### config.mk
export PLATFORM = sky130hd
export DESIGN_NAME = fetch_sequencer_flat
export DESIGN_NICKNAME = d
export VERILOG_FILES = /design/src/rtl/fetch_sequencer_if.sv /design/src/rtl/fetch_sequencer.sv /design/src/flat_wrapper.sv
export SDC_FILE = /design/constraint.sdc
export NUM_CORES = 1
export LEC_CHECK = 0
export ABC_AREA = 0
export CAP_MARGIN = 5
export CORE_MARGIN = 10
export CORE_UTILIZATION = 46
export DETAILED_ROUTE_END_ITERATION = 6
export PLACE_DENSITY = 0.82
export SLEW_MARGIN = 20
export SYNTH_ARGS = -nofsm -noshare
export SYNTH_HDL_FRONTEND = slang
export SYNTH_SLANG_ARGS = --single-unit
### constraint.sdc
create_clock -name Clk -period 3.6 [get_ports Clk]
set_clock_uncertainty 0.2 [all_clocks]
set_input_delay 0.36 -clock Clk [delete_from_list [all_inputs] [get_ports Clk]]
set_output_delay 0.36 -clock Clk [all_outputs]
set_load 0.01 [all_outputs]
### src/rtl/fetch_sequencer_if.sv
// Fetch sequencer bus: instruction-memory handshake, hazard hold,
// redirect requests and the PC Enable/Control/Target drive.
// The master side is the sequencer; the slave side is the pipeline/memory.
// Macro FETCH_SEQUENCER_TRAP_EN adds the trap_req request line.
interface fetch_sequencer_if;
  logic        imem_ready;
  logic        stall;
  logic        br_taken;
  logic [31:0] br_target;
  logic        jmp_valid;
  logic [31:0] jmp_target;
`ifdef FETCH_SEQUENCER_TRAP_EN
  logic        trap_req;
`endif
  logic        pc_enable;
  logic        pc_control;
  logic [31:0] pc_target;
  logic        imem_req;
  logic        flush_if;
  logic        flush_id;

`ifdef FETCH_SEQUENCER_TRAP_EN
  modport master (
    input  imem_ready, stall, br_taken, br_target, jmp_valid, jmp_target, trap_req,
    output pc_enable, pc_control, pc_target, imem_req, flush_if, flush_id
  );
  modport slave (
    output imem_ready, stall, br_taken, br_target, jmp_valid, jmp_target, trap_req,
    input  pc_enable, pc_control, pc_target, imem_req, flush_if, flush_id
  );
`else
  modport master (
    input  imem_ready, stall, br_taken, br_target, jmp_valid, jmp_target,
    output pc_enable, pc_control, pc_target, imem_req, flush_if, flush_id
  );
  modport slave (
    output imem_ready, stall, br_taken, br_target, jmp_valid, jmp_target,
    input  pc_enable, pc_control, pc_target, imem_req, flush_if, flush_id
  );
`endif
endinterface

### src/rtl/fetch_sequencer.sv
// Fetch sequencer: drives the PC enable/control/target and the instruction
// fetch request. Redirects (trap > branch > jump) act in the same cycle when
// memory is ready, otherwise they are held in a pending register until the
// outstanding fetch completes.
// Optional feature macro: FETCH_SEQUENCER_TRAP_EN (trap_req, target TRAP_VECTOR).
// Outputs are a combinational function of the registered state and the
// current inputs so that redirects and flushes have zero latency.
module fetch_sequencer #(
  parameter int unsigned BOOT_CYCLES = 2,
  parameter logic [31:0] TRAP_VECTOR = 32'h0000_0100
) (
  input logic              Clk,
  input logic              Reset,
  fetch_sequencer_if.master bus
);

  typedef enum logic [1:0] {
    ST_BOOT = 2'd0,
    ST_RUN  = 2'd1,
    ST_WAIT = 2'd2,
    ST_PEND = 2'd3
  } state_e;

  localparam logic [4:0] BOOT_LOAD = 5'(BOOT_CYCLES);

  state_e      state_q, state_d;
  logic [4:0]  cnt_q, cnt_d;
  logic [31:0] pend_tgt_q, pend_tgt_d;
  logic [1:0]  pend_prio_q, pend_prio_d;

  logic        trap_s;
  logic [1:0]  req_prio_s;
  logic [31:0] req_tgt_s;
  logic        accept_s;
  logic        en_s, ctl_s, req_s, fif_s, fid_s;
  logic [31:0] tgt_s;

`ifdef FETCH_SEQUENCER_TRAP_EN
  assign trap_s = bus.trap_req;
`else
  assign trap_s = 1'b0;
`endif

  // Pick the highest-priority redirect request (3 = trap, 2 = branch, 1 = jump).
  always_comb begin
    req_prio_s = 2'd0;
    req_tgt_s  = 32'h0000_0000;
    if (trap_s) begin
      req_prio_s = 2'd3;
      req_tgt_s  = TRAP_VECTOR;
    end else if (bus.br_taken) begin
      req_prio_s = 2'd2;
      req_tgt_s  = bus.br_target;
    end else if (bus.jmp_valid) begin
      req_prio_s = 2'd1;
      req_tgt_s  = bus.jmp_target;
    end else begin
      req_prio_s = 2'd0;
      req_tgt_s  = 32'h0000_0000;
    end
  end

  // Next-state and output decode for the sequencer FSM.
  always_comb begin
    state_d     = state_q;
    cnt_d       = cnt_q;
    pend_tgt_d  = pend_tgt_q;
    pend_prio_d = pend_prio_q;
    accept_s    = 1'b0;
    en_s        = 1'b0;
    ctl_s       = 1'b0;
    tgt_s       = 32'h0000_0000;
    req_s       = 1'b0;
    case (state_q)
      ST_BOOT: begin
        // Redirects are ignored; count down the boot delay.
        if (cnt_q <= 5'd1) begin
          state_d = ST_RUN;
        end else begin
          cnt_d = cnt_q - 5'd1;
        end
      end
      ST_RUN, ST_WAIT: begin
        req_s    = 1'b1;
        accept_s = (req_prio_s != 2'd0);
        if (accept_s) begin
          if (bus.imem_ready) begin
            en_s    = 1'b1;
            ctl_s   = 1'b1;
            tgt_s   = req_tgt_s;
            state_d = ST_RUN;
          end else begin
            pend_tgt_d  = req_tgt_s;
            pend_prio_d = req_prio_s;
            state_d     = ST_PEND;
          end
        end else if (bus.imem_ready) begin
          en_s    = ~bus.stall;
          state_d = ST_RUN;
        end else begin
          state_d = ST_WAIT;
        end
      end
      ST_PEND: begin
        // An equal or higher-priority redirect replaces the held one.
        req_s    = 1'b1;
        accept_s = (req_prio_s != 2'd0) && (req_prio_s >= pend_prio_q);
        if (bus.imem_ready) begin
          en_s        = 1'b1;
          ctl_s       = 1'b1;
          tgt_s       = accept_s ? req_tgt_s : pend_tgt_q;
          pend_prio_d = 2'd0;
          state_d     = ST_RUN;
        end else if (accept_s) begin
          pend_tgt_d  = req_tgt_s;
          pend_prio_d = req_prio_s;
        end else begin
          state_d = ST_PEND;
        end
      end
      default: begin
        state_d = ST_BOOT;
        cnt_d   = BOOT_LOAD;
      end
    endcase
    // Flushes accompany every accepted redirect; branch and trap also kill ID.
    fif_s = accept_s;
    fid_s = accept_s && (req_prio_s >= 2'd2);
  end

  // State, boot counter and pending redirect registers with synchronous reset.
  always_ff @(posedge Clk) begin
    if (Reset) begin
      state_q     <= ST_BOOT;
      cnt_q       <= BOOT_LOAD;
      pend_tgt_q  <= 32'h0000_0000;
      pend_prio_q <= 2'd0;
    end else begin
      state_q     <= state_d;
      cnt_q       <= cnt_d;
      pend_tgt_q  <= pend_tgt_d;
      pend_prio_q <= pend_prio_d;
    end
  end

  // All outputs are forced low while Reset is high.
  assign bus.pc_enable  = ~Reset & en_s;
  assign bus.pc_control = ~Reset & ctl_s;
  assign bus.pc_target  = (Reset | ~ctl_s) ? 32'h0000_0000 : tgt_s;
  assign bus.imem_req   = ~Reset & req_s;
  assign bus.flush_if   = ~Reset & fif_s;
  assign bus.flush_id   = ~Reset & fid_s;

endmodule
### src/flat_wrapper.sv
// flat-port wrapper written by rule: the top's interface ports become plain ports
module fetch_sequencer_flat 
#(
  parameter int unsigned BOOT_CYCLES = 2,
  parameter logic [31:0] TRAP_VECTOR = 32'h0000_0100
)
  (Clk, Reset, bus_imem_ready, bus_stall, bus_br_taken, bus_br_target, bus_jmp_valid, bus_jmp_target, bus_pc_enable, bus_pc_control, bus_pc_target, bus_imem_req, bus_flush_if, bus_flush_id);
  fetch_sequencer_if bus_i ();
  input logic Clk;
  input logic Reset;
  input wire logic [$bits(bus_i.imem_ready)-1:0] bus_imem_ready;
  input wire logic [$bits(bus_i.stall)-1:0] bus_stall;
  input wire logic [$bits(bus_i.br_taken)-1:0] bus_br_taken;
  input wire logic [$bits(bus_i.br_target)-1:0] bus_br_target;
  input wire logic [$bits(bus_i.jmp_valid)-1:0] bus_jmp_valid;
  input wire logic [$bits(bus_i.jmp_target)-1:0] bus_jmp_target;
  output wire logic [$bits(bus_i.pc_enable)-1:0] bus_pc_enable;
  output wire logic [$bits(bus_i.pc_control)-1:0] bus_pc_control;
  output wire logic [$bits(bus_i.pc_target)-1:0] bus_pc_target;
  output wire logic [$bits(bus_i.imem_req)-1:0] bus_imem_req;
  output wire logic [$bits(bus_i.flush_if)-1:0] bus_flush_if;
  output wire logic [$bits(bus_i.flush_id)-1:0] bus_flush_id;
  assign bus_i.imem_ready = bus_imem_ready;
  assign bus_i.stall = bus_stall;
  assign bus_i.br_taken = bus_br_taken;
  assign bus_i.br_target = bus_br_target;
  assign bus_i.jmp_valid = bus_jmp_valid;
  assign bus_i.jmp_target = bus_jmp_target;
  assign bus_pc_enable = bus_i.pc_enable;
  assign bus_pc_control = bus_i.pc_control;
  assign bus_pc_target = bus_i.pc_target;
  assign bus_imem_req = bus_i.imem_req;
  assign bus_flush_if = bus_i.flush_if;
  assign bus_flush_id = bus_i.flush_id;
  fetch_sequencer #(.BOOT_CYCLES(BOOT_CYCLES), .TRAP_VECTOR(TRAP_VECTOR)) u_core (.Clk(Clk), .Reset(Reset), .bus(bus_i));
endmodule
==> results of run 1 <==
## power groups by stage
stage / registers, W / logic (W) / clock network (W)
after floorplan: 0.000700 / 0.000800 / 0
after global placement: 0.000719 / 0.000979 / 0
after detailed placement: 0.000726 / 0.00101 / 0
after CTS: 0.000718 / 0.00102 / 0.000290
after global routing: 0.000736 / 0.00112 / 0.000312
final: 0.000722 / 0.00102 / 0.000285
## synth_stat cells (all sizes together), types with 2 or more instances
cell / count / area (µm²)
dfxtp: 41 / 821
nor2: 39 / 146
a21oi: 38 / 190
a211oi: 32 / 390
a22o: 32 / 280
a22oi: 32 / 240
a32oi: 32 / 280
clkbuf: 30 / 113
buf: 14 / 97.6
inv: 9 / 33.8
nand2: 9 / 33.8
ha: 7 / 87.6
nor2b: 4 / 25.0
o21ai: 3 / 15.0
a221oi: 2 / 35.0
a32o: 2 / 20.0
and2: 2 / 15.0
nand3b: 2 / 15.0
o21bai: 2 / 15.0
or2: 2 / 12.5
## cell type report
type	count	area (µm²)
Clock buffer	5	68.8
Clock inverter	1	5.00
Fill cell	540	2230
Inverter	9	33.8
Multi-Input combinational cell	257	1980
Sequential cell	41	821
Tap cell	77	96.3
Timing Repair Buffer	119	1150
## logic make-up after synthesis
family | count (synthesis)
xor+xnor | 2
compound gates | 185
mux | 1
flops | 41
simple gates | 62
buf+inv | 53
fa+ha+maj | 7
## worst max-delay path, delay by kind of cell
family / cells / cell delay, ns
AND/OR/NAND/NOR: 3 / 0.73
AO/OA/AOI/OAI: 2 / 0.24
buffers and inverters: 4 / 1.33
adder cells (fa/ha/maj): 1 / 0.28
## flip-flops by register name, summed over array words and instances (netlist names)
name                cells
u_core.cnt_q            5
u_core.pend_prio_q      2
u_core.state_q          2
u_core.pend_tgt_q      32
## routing by layer
layer / wire (µm) / vias up / GRT usage
met5: 0 / - / 0
met1: 4100 / 1561 / 0.235
met3: 789 / 10 / 0.0446
li1: - / 1550 / -
met4: 109 / 0 / 0.0450
met2: 4880 / 120 / 0.305
## stage by stage
stage	instances	hold WS, ns	worst slack (ns)	power, W	area [µm²]
after floorplan	351	0.242	0.356	0.00150	3020
after global placement	503	0.252	0.144	0.00170	4080
after detailed placement	503	0.264	0.0937	0.00174	4080
after CTS	509	0.232	0.0939	0.00203	4150
after global routing	509	0.245	-0.0382	0.00217	4150
final	509	0.241	0.0978	0.00202	4150
## cells in the final DEF, fill, tap and decap left out, drive strengths merged, types with 5 or more instances in the layout
master         instances
a22oi                 32
a21oi                 38
a22o                  32
inv                    9
clkdlybuf4s50        104
a211oi                32
nor2                  39
dfxtp                 41
ha                     7
buf                   15
a32oi                 32
clkbuf                 5
nand2                  9
## worst min path at each step
stage                     startpoint                     to  slack [ns]  cells past startpoint
2_1_floorplan  u_core.pend_prio_q[1]  u_core.pend_prio_q[1]        0.24                      1
3_3_place_gp   u_core.pend_prio_q[1]  u_core.pend_prio_q[1]        0.25                      1
3_5_place_dp   u_core.pend_prio_q[1]  u_core.pend_prio_q[1]        0.26                      1
4_1_cts                        Reset      u_core.state_q[1]        0.23                      4
5_1_grt                        Reset      u_core.state_q[1]        0.25                      4
6_report                       Reset      u_core.state_q[1]        0.24                      4
==> qor.csv, run 1 <==
stage;metric;value;unit
run_status;status;complete, no violations;
synthesis;Post-synth EDFFs;0;
setup_path;CP dominant cell by count;clkdlybuf4s50_1;
setup_path;worst setup path start;bus_jmp_valid;
global_routing;grt ovf;0;
setup_path;Slowest-stage cell, CP;clkdlybuf4s50_1;
synthesis;mux contribution to synthesized area;0.00331;
global_routing;largest net degree at the start of global routing;66;
place;Final GP Congestion;0.837;
sta;endpoints failing setup;0;
synthesis;Mapped Cells;351;
power;Flop pwr share;0.357;
drt;WL final;9870;µm
die;IO Count;107;
final_layout;Final #Nets;510;
drt;Final ANT Viol Nets;0;
synthesis;XOR/XNOR Fraction of Synth Area;0.00579;
power;switching share of total power;0.409;
cts;clock sinks;41;
synthesis;adder-cell share of the synthesized area;0.0290;
synthesis;Post-synth top flop;dfxtp_1;
sta;Hold Vio Cnt, Final;0;
power;Clk network pwr share;0.141;
setup_path;worst path required time;3.04;ns
cts;Skew-Pair Late Insertion Delay;0.29;ns
setup_path;reg2reg end;u_core.pend_tgt_q[0];
synthesis;Async SR Flop Fraction;0;
setup_path;Worst R2R Path Depth;6;
global_routing;vias in the first global route;3163;
global_routing;first-pass GRT wire length;15900;µm
setup_path;delay of the slowest critical-path stage;0.56;ns
cts;clock root buffer;clkbuf_8;
synthesis;post-synthesis simple-gate area fraction;0.0906;
cts;hold buffer count at cts;0;
cts;Post-CTS Setup Bufs;0;
synthesis;Yosys warnings;0;
power;pwr dens;487;nW/µm²
cts;CTS Buffer Depth;2;
sta;Rel. slew slack;0.567;
synthesis;register area share after synthesis;0.271;
setup_path;CP arrival;2.94;ns
die;area of the die;10200;µm²
setup_path;critical path endpoint;bus_pc_target[19];
setup_path;Reg2Reg Setup Slack;1.09;ns
sta;Slew Viols, Final;0;
setup_path;CP Max Fanout;14;
final_layout;Layout Utilization;0.650;
power;worst IR drop on VDD;312;µV
power;P_int;0.00120;W
worst_hold_path;hold crit path type;in -> reg;
sta;Fmax;286;MHz
final_layout;share of cells above drive strength 1;0.144;
cts;CTS tree;done;
setup_path;worst reg2reg path startpoint;u_core.state_q[0];
drt;DR pass1 iterations;6;
setup_path;nature of the critical path startpoint;input port;
cts;post_cts resized;0;
flow_run;max cap viols;0;
die;Initial Utilization;0.474;
place;Post-DP HPWL;6680;µm
drt;Via-to-Cell Ratio;6.37;
sta;RSZ-0062 raised after global routing;true;
setup_path;worst-path cell chain;clkdlybuf4s50_1 -> nor2b_4 -> inv_1 -> ha_1 -> or3b_1 -> a21oi_2 -> buf_4 -> a32oi_1 -> nor2_1 -> clkdlybuf4s50_1;
synthesis;Post-Syn Nets;428;
final_layout;synth-to-layout area growth;37.4;%
sta;actual slew at the worst max-slew pin;0.649;ns
synthesis;combinational family with the most area after synthesis;compound AO/OA/AOI/OAI gates;
synthesis;synthesized flop and latch total;41;
drt;WL/cell;19.4;µm
setup_path;Critical Path End Type;output pin;
die;core area;6390;µm²
power;switching pwr;0.000828;W
power;part of the power in combinational logic;0.503;
drt;drt drc;0;
synthesis;Cell variety after synth;43;
sta;Setup TNS Final;0;ns
power;Pleak;1.35;nW
sta;Final min period;3.50;ns
synthesis;Synth Area in Compound Gates;0.519;
global_routing;GRT Overall Usage;0.185;
cts;CTS clk-pin slew, worst paths;0.07;ns
setup_path;Crit Path Class;in -> out;
die;die width;101;µm
cts;depth of the CTS H-tree;2;
die;Die Span Y;101;µm
synthesis;Avg Cell Area, Syn;8.62;µm²
place;port buffer count;106;
sta;Final Cycle Share;0.973;
die;Row Count;29;
cts;CTS Buf Count;5;
global_routing;initial antenna violation count;0;
synthesis;Post-Syn Area;3020;µm²
final_layout;ant diodes;0;
drt;via count;3241;
drt;starting DRC count in detailed routing;213;
Note: power is estimated with default switching activity, not from simulation.
==> run 2, diff against run 1 <==
--- a/config.mk
+++ b/config.mk
@@ -8,9 +8,9 @@
 export ABC_AREA = 0
 export CAP_MARGIN = 5
 export CORE_MARGIN = 10
-export CORE_UTILIZATION = 46
+export CORE_UTILIZATION = 40
 export DETAILED_ROUTE_END_ITERATION = 6
-export PLACE_DENSITY = 0.82
+export PLACE_DENSITY = 0.72
 export SLEW_MARGIN = 20
 export SYNTH_ARGS = -nofsm -noshare
 export SYNTH_HDL_FRONTEND = slang
==> run 2 against run 1 <==
Global-route usage down 1.4 points. Count of clock-buffer cells in the layout up 2. Via count down 0.12%. Hold slack worse by 0.0095 ns. Critical endpoint is now bus_pc_target[31]. Clock power up 37%. Largest power group unchanged.
==> qor.csv, run 2 (synthesis results as in run 1) <==
stage;metric;value;unit
run_status;status;complete, no violations;
die;die width;107;µm
sta;RSZ-0062 raised after global routing;true;
power;Flop pwr share;0.337;
global_routing;M3 GR Usage;0.0407;
final_layout;Biggest register;u_core.pend_tgt_q;
die;IO Count;107;
power;Clk network pwr share;0.183;
sta;endpoints failing setup;0;
final_layout;max reg flops;32;
worst_hold_path;hold crit path type;in -> reg;
global_routing;largest net degree at the start of global routing;66;
sta;Hold Vio Cnt, Final;0;
die;Initial Utilization;0.415;
cts;CTS clk-pin slew, worst paths;0.07;ns
drt;starting DRC count in detailed routing;151;
sta;actual slew at the worst max-slew pin;0.659;ns
final_layout;Largest regs;u_core.pend_tgt_q (32), u_core.cnt_q (5);
sta;Rel. slew slack;0.560;
sta;Fmax;286;MHz
place;Post-DP HPWL;6890;µm
global_routing;first-pass GRT wire length;16500;µm
power;worst IR drop on VDD;297;µV
sta;worst hold slack;0.231;ns
drt;WL final;10000;µm
power;switching share of total power;0.393;
setup_path;Critical Path End Type;output pin;
cts;Post-CTS Setup Bufs;0;
final_layout;commonest cells after routing, fill and taps aside;104 x clkdlybuf4s50_1, 41 x dfxtp_1, 39 x nor2_1;
die;core area;7290;µm²
power;pwr dens;504;nW/µm²
cts;Skew-Pair Late Insertion Delay;0.30;ns
power;Pleak;1.37;nW
cts;clock root buffer;clkbuf_8;
place;placed cell areas;4120;µm²
setup_path;worst path required time;3.04;ns
power;switching pwr;0.000837;W
power;part of the power in combinational logic;0.480;
global_routing;initial antenna violation count;0;
final_layout;FF/Latch Area;821;µm²
cts;CTS tree;done;
setup_path;nature of the critical path startpoint;input port;
setup_path;Crit Path Class;in -> out;
drt;DR pass1 iterations;4;
final_layout;Layout Utilization;0.580;
cts;CTS Buf Count;5;
final_layout;share of cells above drive strength 1;0.147;
cts;clock sinks;41;
cts;CTS Buffer Depth;2;
drt;Via-to-Cell Ratio;6.06;
global_routing;vias in the first global route;3212;
flow_run;max cap viols;0;
place;Final GP Congestion;0.798;
final_layout;synth-to-layout area growth;39.9;%
die;Row Count;31;
setup_path;CP Max Fanout;15;
global_routing;layer with the highest usage;met2;
final_layout;ant diodes;0;
final_layout;FILL cells;687;
drt;WL/cell;18.8;µm
place;port buffer count;106;
final_layout;multi-input gate area in the final layout;1980;µm²
power;Power Total;0.00213;W
cts;post_cts resized;0;
sta;Final min period;3.49;ns
drt;drt drc;0;
global_routing;GR Util met2;0.295;
die;Die Span Y;107;µm
global_routing;met1 Use GR;0.210;
final_layout;cell area after layout;4230;µm²
die;area of the die;11400;µm²
power;P_int;0.00129;W
cts;hold buffer count at cts;0;
cts;depth of the CTS H-tree;2;
drt;via count;3237;
drt;Final ANT Viol Nets;0;
global_routing;grt ovf;0;
sta;Slew Viols, Final;0;
setup_path;CP arrival;2.93;ns
final_layout;Final #Nets;511;
global_routing;GRT Overall Usage;0.171;
final_layout;most common cell after layout, fill and taps aside;clkdlybuf4s50_1;
sta;Final Cycle Share;0.970;
==> run 2: cell count changes in the layout (fill, tap and decap cells not counted), sizes merged <==
cell    previous run  this run
bufinv             0         1
clkinv             1         0
buf               15        16
clkbuf             5         7
==> run 2: per-stage QoR <==
stage | worst slack (ns) | setup TNS, ns | instances
floorplan | 0.356 | 0 | 351
global placement | 0.139 | 0 | 526
detailed placement | 0.117 | 0 | 526
CTS | 0.122 | 0 | 534
global route | -0.00606 | -0.0118 | 534
finish | 0.108 | 0 | 534
==> run 2: final timing paths <==
check | start | end | slack [ns] | cells past startpoint
setup / recovery | bus_jmp_valid | bus_pc_target[31] | 0.11 | 10
setup reg to reg | u_core.state_q[1] | u_core.pend_tgt_q[30] | 1.09 | 6
hold reg to reg | u_core.pend_prio_q[1] | u_core.pend_prio_q[1] | 0.27 | 1
hold / removal | Reset | u_core.state_q[1] | 0.23 | 4
==> run 2: layout make-up <==
class                           count  area share
Multi-Input combinational cell    257       0.468
Tap cell                           99      0.0293
Sequential cell                    41       0.194
Inverter                            9     0.00798
Clock buffer                        7      0.0204
Clock inverter                      1     0.00710
Timing Repair Buffer              120       0.273
==> run 2: power groups by stage <==
stage	Clock [W]	Sequential (W)	Combinational (W)
3_5_place_dp	0	0.000725	0.00102
5_1_grt	0.000415	0.000741	0.00113
2_1_floorplan	0	0.000700	0.000800
6_report	0.000390	0.000718	0.00102
3_3_place_gp	0	0.000718	0.000990
4_1_cts	0.000394	0.000716	0.00103
==> run 2: critical path, stage by stage <==
cell	delay [ns]
clkdlybuf4s50_1	0.48
nor2b_4	0.14
inv_1	0.05
ha_1	0.27
or3b_1	0.43
a21oi_2	0.15
buf_4	0.23
a32oi_1	0.07
nor2_1	0.17
clkdlybuf4s50_1	0.57
==> run 2: routing by layer <==
| metal | vias up | wire, µm |
|---|---|---|
| li1 | 1555 | - |
| met1 | 1570 | 4460 |
| met2 | 98 | 4950 |
| met3 | 14 | 502 |
| met4 | 0 | 128 |
| met5 | - | 0 |
==> run 3, diff against run 2 <==
--- a/config.mk
+++ b/config.mk
@@ -7,7 +7,7 @@
 export LEC_CHECK = 0
 export ABC_AREA = 0
 export CAP_MARGIN = 5
-export CORE_MARGIN = 10
+export CORE_MARGIN = 8
 export CORE_UTILIZATION = 40
 export DETAILED_ROUTE_END_ITERATION = 6
 export PLACE_DENSITY = 0.72
@@ -15,3 +15,4 @@
 export SYNTH_ARGS = -nofsm -noshare
 export SYNTH_HDL_FRONTEND = slang
 export SYNTH_SLANG_ARGS = --single-unit
+export TNS_END_PERCENT = 100
==> run 3 against run 2 <==
Hold slack better by 0.0021 ns. Highest routed layer unchanged. Wire length is 0.43% higher. Die area shrank 7.3%. Design area is 0.89% higher. Critical path type unchanged. Power shrank 0.82%. Sequential share of layout area fell by 0.17 points. Largest cell class unchanged. Global-route usage grew 0.92 points.
==> qor.csv, run 3 (synthesis results as in run 1) <==
stage;metric;value;unit
sta;Final min period;3.52;ns
sta;Slew Viols, Final;0;
worst_hold_path;Hold EP;u_core.state_q[1];
sta;endpoints failing setup;0;
sta;Rel. slew slack;0.564;
final_layout;share of cells above drive strength 1;0.148;
setup_path;Crit Path Class;in -> out;
setup_path;reg2reg end;u_core.pend_tgt_q[30];
setup_path;CP Max Fanout;16;
cts;post_cts resized;0;
drt;via count;3243;
final_layout;Biggest register;u_core.pend_tgt_q;
final_layout;Layout Utilization;0.585;
power;Power Total;0.00211;W
power;worst IR drop on VDD;267;µV
cts;depth of the CTS H-tree;2;
die;core area;7290;µm²
cts;CTS Buffer Depth;2;
cts;hold buffer count at cts;0;
cts;CTS tree;done;
sta;Fmax;284;MHz
power;pwr dens;495;nW/µm²
run_status;status;complete, no violations;
die;die width;103;µm
setup_path;worst path required time;3.04;ns
place;Final GP Congestion;0.873;
cts;Post-CTS Setup Bufs;0;
place;port buffer count;106;
setup_path;worst reg2reg path startpoint;u_core.state_q[1];
global_routing;initial antenna violation count;0;
final_layout;commonest cells after routing, fill and taps aside;102 x clkdlybuf4s50_1, 41 x dfxtp_1, 39 x nor2_1;
drt;drt drc;0;
sta;Final Cycle Share;0.978;
cts;Skew-Pair Late Insertion Delay;0.29;ns
final_layout;cell area after layout;4270;µm²
die;Die Span Y;103;µm
drt;starting DRC count in detailed routing;229;
worst_hold_path;hold crit path type;in -> reg;
drt;WL/cell;19.0;µm
setup_path;Critical Path End Type;output pin;
drt;Via-to-Cell Ratio;6.10;
sta;actual slew at the worst max-slew pin;0.654;ns
setup_path;Worst R2R Path Depth;6;
global_routing;GRT Overall Usage;0.180;
drt;DR pass1 iterations;4;
final_layout;FILL cells;669;
global_routing;vias in the first global route;3091;
final_layout;synth-to-layout area growth;41.2;%
setup_path;Reg2Reg Setup Slack;1.10;ns
die;Row Count;31;
die;area of the die;10600;µm²
global_routing;grt ovf;0;
cts;CTS Buf Count;5;
final_layout;most common cell after layout, fill and taps aside;clkdlybuf4s50_1;
setup_path;CP arrival;2.96;ns
power;Pleak;1.42;nW
die;IO Count;107;
place;placed cell areas;4130;µm²
cts;clock sinks;41;
final_layout;Largest regs;u_core.pend_tgt_q (32), u_core.cnt_q (5);
global_routing;largest net degree at the start of global routing;66;
cts;CTS clk-pin slew, worst paths;0.08;ns
setup_path;nature of the critical path startpoint;input port;
drt;WL final;10100;µm
global_routing;first-pass GRT wire length;15500;µm
worst_hold_path;hold path depth;4;
sta;Hold Vio Cnt, Final;0;
worst_hold_path;worst hold path startpoint;Reset;
place;Post-DP HPWL;6630;µm
final_layout;Final #Nets;510;
final_layout;max reg flops;32;
flow_run;max cap viols;0;
final_layout;ant diodes;0;
cts;clock root buffer;clkbuf_8;
drt;Final ANT Viol Nets;0;
die;Initial Utilization;0.415;
-- run 3: cell types whose count changed in the layout (fill, tap and decap cells not counted), sizes merged --
cell and delta:
clkdlybuf4s50 -2, clkbuf -1, clkinv +1, dlymetal6s2s +2, buf -2
-- run 3: how the worst max path moves through the flow --
stage,startpoint,end,slack [ns],depth (start not counted)
floorplan,bus_br_taken,bus_pc_target[10],0.36,11
global placement,bus_jmp_valid,bus_pc_target[12],0.14,10
detailed placement,bus_jmp_valid,bus_pc_target[12],0.08,10
CTS,bus_jmp_valid,bus_pc_target[12],0.09,10
global route,bus_jmp_valid,bus_pc_target[12],-0.005,10
finish,bus_jmp_valid,bus_pc_target[12],0.08,10
-- run 3: final cells by class --
class                   count  area (µm²)  share of cell area
clock buffers               5        68.8              0.0161
clock inverters             2        35.0             0.00821
repair buffers            119        1200               0.280
inverters                   9        33.8             0.00791
multi-input cells         257        1990               0.466
well taps                  99         124              0.0290
flip-flops and latches     41         821               0.192
-- run 3: critical path, cell delays in order --
cell             delay (ns)
clkdlybuf4s50_1        0.48
nor2b_4                0.15
inv_1                  0.05
ha_1                   0.28
or3b_4                 0.43
a21oi_4                0.22
buf_12                 0.19
a32oi_1                0.07
nor2_1                 0.16
clkdlybuf4s50_1        0.57
-- run 3: report_power, final --
part	internal, W	switching (W)
sequential	0.000619	0.000100
combinational	0.000459	0.000578
clock	0.000202	0.000157
total	0.00128	0.000835
-- run 3: metal layers --
layer	share of wire	wire (µm)	global-route usage
met1	0.43	4360	0.226
met2	0.48	4800	0.302
met3	0.085	861	0.0500
met4	0.0071	72	0.0345
met5	0	0	0
-- run 3: stage by stage --
step	TNS [ns]	std cells	hold WS, ns	worst slack, ns
floorplan	0	351	0.242	0.356
global route	-0.00474	532	0.262	-0.00474
global placement	0	524	0.253	0.137
finish	0	532	0.233	0.0806
detailed placement	0	524	0.258	0.0834
CTS	0	531	0.237	0.0896
